[src/rtl/pc_fetch_unit_if.sv]
// Instruction-memory fetch bus: the fetch unit is the master, memory the slave.
interface pc_fetch_unit_if;
    logic        imem_req;
    logic [31:0] imem_addr;
    logic        imem_ack;
    logic [31:0] imem_rdata;

    modport master (
        output imem_req,
        output imem_addr,
        input  imem_ack,
        input  imem_rdata
    );

    modport slave (
        input  imem_req,
        input  imem_addr,
        output imem_ack,
        output imem_rdata
    );
endinterface

[src/rtl/pc_fetch_unit.sv]
// Program counter / instruction register owner for the multi-cycle CPU.
// Fetches over a req/ack bus, decodes jump/branch opcodes for the
// combinational next-PC block and advances the PC from its npc result.
module pc_fetch_unit #(
    parameter logic [31:0] RESET_PC = 32'h0000_3000
) (
    input  logic                   clk,
    input  logic                   rst_n,
    pc_fetch_unit_if.master        imem,
    input  logic                   br_cond_i,
    input  logic                   stall_i,
    output logic [31:0]            pc_o,
    output logic [25:0]            addr_o,
    output logic [15:0]            offset_o,
    output logic [1:0]             npcctrol_o,
    input  logic [31:0]            npc_i,
    output logic [31:0]            instr_o,
    output logic                   instr_valid_o,
    output logic [31:0]            retired_o,
    output logic                   err_o
);

    localparam logic [1:0] S_IDLE  = 2'd0;
    localparam logic [1:0] S_FETCH = 2'd1;
    localparam logic [1:0] S_ISSUE = 2'd2;
    localparam logic [1:0] S_HALT  = 2'd3;

    localparam logic [5:0] OP_J    = 6'b000010;
    localparam logic [5:0] OP_JAL  = 6'b000011;
    localparam logic [5:0] OP_BEQ  = 6'b000100;

    localparam logic [1:0] NPC_SEQ    = 2'b00;
    localparam logic [1:0] NPC_JUMP   = 2'b01;
    localparam logic [1:0] NPC_BRANCH = 2'b10;

    logic [1:0]  state_q,   state_d;
    logic [31:0] pc_q,      pc_d;
    logic [31:0] instr_q,   instr_d;
    logic [31:0] retired_q, retired_d;
    logic        err_q,     err_d;
    logic [1:0]  npcctrol;

    // Next-PC select: only meaningful while the instruction is being issued.
    always_comb begin
        npcctrol = NPC_SEQ;
        if (state_q == S_ISSUE) begin
            case (instr_q[31:26])
                OP_J, OP_JAL: npcctrol = NPC_JUMP;
                OP_BEQ:       npcctrol = br_cond_i ? NPC_BRANCH : NPC_SEQ;
                default:      npcctrol = NPC_SEQ;
            endcase
        end
    end

    // FSM sequencing and register next-state; a misaligned npc parks the unit in HALT.
    always_comb begin
        state_d   = state_q;
        pc_d      = pc_q;
        instr_d   = instr_q;
        retired_d = retired_q;
        err_d     = err_q;
        case (state_q)
            S_IDLE: state_d = S_FETCH;
            S_FETCH: begin
                if (imem.imem_ack) begin
                    instr_d = imem.imem_rdata;
                    state_d = S_ISSUE;
                end
            end
            S_ISSUE: begin
                if (!stall_i) begin
                    if (npc_i[1:0] == 2'b00) begin
                        pc_d      = npc_i;
                        retired_d = retired_q + 32'd1;
                        state_d   = S_FETCH;
                    end else begin
                        err_d   = 1'b1;
                        state_d = S_HALT;
                    end
                end
            end
            S_HALT:  state_d = S_HALT;
            default: state_d = S_IDLE;
        endcase
    end

    // State registers with synchronous active-low reset; reset wins over any pending request.
    always_ff @(posedge clk) begin
        if (!rst_n) begin
            state_q   <= S_IDLE;
            pc_q      <= RESET_PC;
            instr_q   <= 32'd0;
            retired_q <= 32'd0;
            err_q     <= 1'b0;
        end else begin
            state_q   <= state_d;
            pc_q      <= pc_d;
            instr_q   <= instr_d;
            retired_q <= retired_d;
            err_q     <= err_d;
        end
    end

    assign imem.imem_req  = (state_q == S_FETCH);
    assign imem.imem_addr = pc_q;

    assign pc_o          = pc_q;
    assign addr_o        = instr_q[25:0];
    assign offset_o      = instr_q[15:0];
    assign npcctrol_o    = npcctrol;
    assign instr_o       = instr_q;
    assign instr_valid_o = (state_q == S_ISSUE);
    assign retired_o     = retired_q;
    assign err_o         = err_q;

endmodule

[src/flat_wrapper.sv]
// flat-port wrapper written by rule: the top's interface ports become plain ports
module pc_fetch_unit_flat 
#(
    parameter logic [31:0] RESET_PC = 32'h0000_3000
)
  (clk, rst_n, br_cond_i, stall_i, pc_o, addr_o, offset_o, npcctrol_o, npc_i, instr_o, instr_valid_o, retired_o, err_o, imem_imem_req, imem_imem_addr, imem_imem_ack, imem_imem_rdata);
  pc_fetch_unit_if imem_i ();
  input  logic clk;
  input  logic rst_n;
  input  logic br_cond_i;
  input  logic stall_i;
  output logic [31:0] pc_o;
  output logic [25:0] addr_o;
  output logic [15:0] offset_o;
  output logic [1:0] npcctrol_o;
  input  logic [31:0] npc_i;
  output logic [31:0] instr_o;
  output logic instr_valid_o;
  output logic [31:0] retired_o;
  output logic err_o;
  output wire logic [$bits(imem_i.imem_req)-1:0] imem_imem_req;
  output wire logic [$bits(imem_i.imem_addr)-1:0] imem_imem_addr;
  input wire logic [$bits(imem_i.imem_ack)-1:0] imem_imem_ack;
  input wire logic [$bits(imem_i.imem_rdata)-1:0] imem_imem_rdata;
  assign imem_imem_req = imem_i.imem_req;
  assign imem_imem_addr = imem_i.imem_addr;
  assign imem_i.imem_ack = imem_imem_ack;
  assign imem_i.imem_rdata = imem_imem_rdata;
  pc_fetch_unit #(.RESET_PC(RESET_PC)) u_core (.clk(clk), .rst_n(rst_n), .imem(imem_i), .br_cond_i(br_cond_i), .stall_i(stall_i), .pc_o(pc_o), .addr_o(addr_o), .offset_o(offset_o), .npcctrol_o(npcctrol_o), .npc_i(npc_i), .instr_o(instr_o), .instr_valid_o(instr_valid_o), .retired_o(retired_o), .err_o(err_o));
endmodule
[config.mk]
export PLATFORM = sky130hd
export DESIGN_NAME = pc_fetch_unit_flat
export DESIGN_NICKNAME = d
export VERILOG_FILES = /design/src/rtl/pc_fetch_unit_if.sv /design/src/rtl/pc_fetch_unit.sv /design/src/flat_wrapper.sv
export SDC_FILE = /design/constraint.sdc
export NUM_CORES = 1
export LEC_CHECK = 0
export BUFFER_PORTS_ARGS = -buffer_cell sky130_fd_sc_hd__buf_4
export CAP_MARGIN = 20
export CORE_ASPECT_RATIO = 1.4
export CORE_MARGIN = 4
export CORE_UTILIZATION = 50
export CTS_BUF_LIST = sky130_fd_sc_hd__clkbuf_2
export CTS_CLUSTER_SIZE = 30
export DETAILED_ROUTE_END_ITERATION = 16
export PLACE_DENSITY = 0.88
export SETUP_SLACK_MARGIN = 0.2
export SKIP_LAST_GASP = 1
export SLEW_MARGIN = 20
export SYNTH_ARGS = -nofsm -noshare
export SYNTH_HDL_FRONTEND = slang
export SYNTH_SLANG_ARGS = --single-unit
[constraint.sdc]
create_clock -name clk -period 3.1 [get_ports clk]
set_input_delay 0.155 -clock clk [delete_from_list [all_inputs] [get_ports clk]]
set_output_delay 0.155 -clock clk [all_outputs]
set_load 0.05 [all_outputs]
==> impl_metrics.env <==
export IMPL_outcome="complete, no violations"
export IMPL_drc=0
export IMPL_htreeDepth=3
export IMPL_finalSetupViolations=0
export IMPL_synth_ff_type="dfxtp_1"
export IMPL_rows=40
export IMPL_dr_total_vias=4816
export IMPL_critPathArrivalTime_ns=3.03
export IMPL_synth_edf_count=0
export IMPL_multiInputGateArea_um2=1790
export IMPL_fin_ws_ns=0.522
export IMPL_first_pass_iters=5
export IMPL_vias_per_cell=5.45
export IMPL_synthCells=549
export IMPL_area_growth_pct=47.4
export IMPL_numPortBuffers=243
export IMPL_layout_nets=843
export IMPL_whs_ns=0.362
export IMPL_min_period_ns=2.58
export IMPL_crit_type="flop to flop"
export IMPL_crit_path_end_kind="flop"
export IMPL_start_util_pct=51.7
export IMPL_yosys_cell_types_count=40
export IMPL_drive_gt1_share_pct=36.0
export IMPL_hp_class="input port to flop"
export IMPL_ys_warn_count=0
export IMPL_postSynthNetCount=619
export IMPL_pwr_density_cell_nw_per_um2=372
export IMPL_async_flop_share_pct=0
export IMPL_ys_ff_latch=99
export IMPL_slew_viol_final=0
export IMPL_postSynthAreaPerCell_um2=8.16
export IMPL_max_slew_margin_pct=53.8
export IMPL_finalSetupTns_ns=0
export IMPL_worstSetupStartpointType="flop"
export IMPL_drtIter0Drc=240
export IMPL_worstPathRequired_ns=3.55
export IMPL_pre_cts_ws_ns=0.730
export IMPL_regArea_um2=1980
export IMPL_grt_setup_unrepaired="false"
export IMPL_power_leakage_nw=2.86
export IMPL_cts_sinks=99
export IMPL_fin_crit_sh_pct=83.1
export IMPL_path_max_fanout=33
export IMPL_wl_mm=15.4
export IMPL_grt_pass1_vias=4756
export IMPL_gp_congestion=0.808
export IMPL_root_buffer="clkbuf_2"
export IMPL_clk_pin_slew_worst_paths_ns=0.25
export IMPL_ir_worst_vdd_mv=0.287
export IMPL_post_drt_wl_per_cell_um=17.4
export IMPL_grt_pass1_wl_mm=23.3
export IMPL_dieArea_um2=10600
export IMPL_io_pin_count=244
export IMPL_core_area_um2=8660
export IMPL_yosysTopAreaCell="dfxtp_1"
export IMPL_tightest_slew_ns=0.690
export IMPL_place_hpwl_mm=9.96
export IMPL_finalClockSkew_ns=0.0314
export IMPL_synth_most_common_cell="nand2_1"
export IMPL_cts_made_buffers=9
export IMPL_fill_cells=558
export IMPL_clkLatencyLatePin_ns=0.56
export IMPL_max_clock_path_buffers=2
export IMPL_max_freq_mhz=388
export IMPL_synth_area_um2=4480
export IMPL_finalHoldViolCount=0
export IMPL_die_y_um=120
export IMPL_maxCapViolations=0
export IMPL_antenna_found_initial=1
export IMPL_synth_common_cells="nand2_1 (140), dfxtp_1 (99), a21oi_1 (84), buf_4 (74), clkbuf_1 (26)"
export IMPL_tritoncts="done"
export IMPL_ys_seq_area_share_pct=44.2
export IMPL_synth_area_leaders="dfxtp_1 (44%), buf_4 (12%), nand2_1 (12%)"
export IMPL_grt_max_degree=58
export IMPL_overflow=0
export IMPL_synth_top_area_share_pct=44.2
export IMPL_die_width_um=88.0
export IMPL_track_usage_pct=27.9
export IMPL_drtAntennaViolNets=0
==> sequential cells by signal (all words and copies together) (netlist names) <==
| name | flops |
|---|---|
| u_core.imem.imem_addr | 32 |
| u_core.state_q | 2 |
| u_core.err_o | 1 |
| u_core.instr_o | 32 |
| u_core.retired_o | 32 |
==> critical path, stage by stage (launching register included) <==
cell and delay [ns]:
dfxtp_1 0.46, nor3b_2 0.61, nand2_2 0.55, nand2_1 0.21, nand3_1 0.09, dlygate4sd3_1 0.57
==> layout by cell type (no fill, tap or decap), drive strengths merged, types with 3 or more instances in the layout <==
| cell type | instances |
|---|---|
| and4 | 9 |
| nand2 | 140 |
| inv | 3 |
| nand3 | 9 |
| or3 | 7 |
| clkbuf | 9 |
| and3 | 4 |
| buf | 247 |
| o21ai | 8 |
| nand4 | 13 |
| dfxtp | 99 |
| o31ai | 14 |
| xnor2 | 3 |
| and2 | 5 |
| dlygate4sd3 | 70 |
| xor2 | 5 |
| nor2 | 11 |
| a21oi | 84 |
| clkinvlp | 4 |
| or4 | 14 |
==> cell type report <==
cell class,instances,share of cell area (%)
clock inverter,7,1.04
tap,105,1.99
sequential,99,30.0
antenna,1,0.0379
inverter,3,0.171
clock buffer,9,0.682
timing repair buffer,317,38.9
multi-input combinational,343,27.2
==> metal layers <==
| metal | up-vias | share of wire [%] | track usage, % | routed length, um |
|---|---|---|---|---|
| met5 | - | 0 | 0 | 0 |
| met4 | 0 | 3.8 | 15.1 | 589 |
| met3 | 55 | 8.2 | 6.11 | 1260 |
| met2 | 257 | 53 | 51.1 | 8080 |
| met1 | 2257 | 35 | 28.5 | 5450 |
| li1 | 2247 | - | - | - |
==> cell families after synthesis <==
group / after synthesis / synth area share (%)
mux: 2 / 0.447
simple gates: 225 / 24.7
fa+ha+maj: 1 / 0.279
compound gates: 107 / 12.8
xor+xnor: 8 / 1.56
flops: 99 / 44.2
buf+inv: 107 / 15.9
==> power by group <==
group	total, W	internal, W	switching (W)
registers	0.00133	0.00130	0.0000288
logic	0.000521	0.000203	0.000318
clock network	0.000603	0.000180	0.000423
==> metrics by stage <==
stage | cells | utilization [%] | area (um2) | total power, W
2_1_floorplan | 549 | - | 4490 | 0.00166
3_3_place_gp | 797 | 66.8 | 5780 | 0.00178
3_5_place_dp | 797 | 66.8 | 5780 | 0.00179
4_1_cts | 883 | 76.2 | 6600 | 0.00246
5_1_grt | 884 | 76.3 | 6600 | 0.00254
6_report | 884 | 76.3 | 6600 | 0.00246
==> worst paths after layout <==
kind,startpoint,to,slack (ns),depth (start not counted)
worst max register to register,u_core.state_q[1],u_core.imem.imem_addr[12],0.52,5
worst max-delay path,u_core.state_q[1],u_core.imem.imem_addr[12],0.52,5
worst min-delay path,npc_i[5],u_core.imem.imem_addr[5],0.36,4
worst min register to register,u_core.instr_o[29],u_core.instr_o[29],0.49,2
==> repair_timing <==
action                    in CTS  in global routing
setup buffers                  0                  0
hold buffers                  70                  0
hold endpoints to repair      69                  0
resized for setup              0                  0
Note: power is estimated with default switching activity, not from simulation.
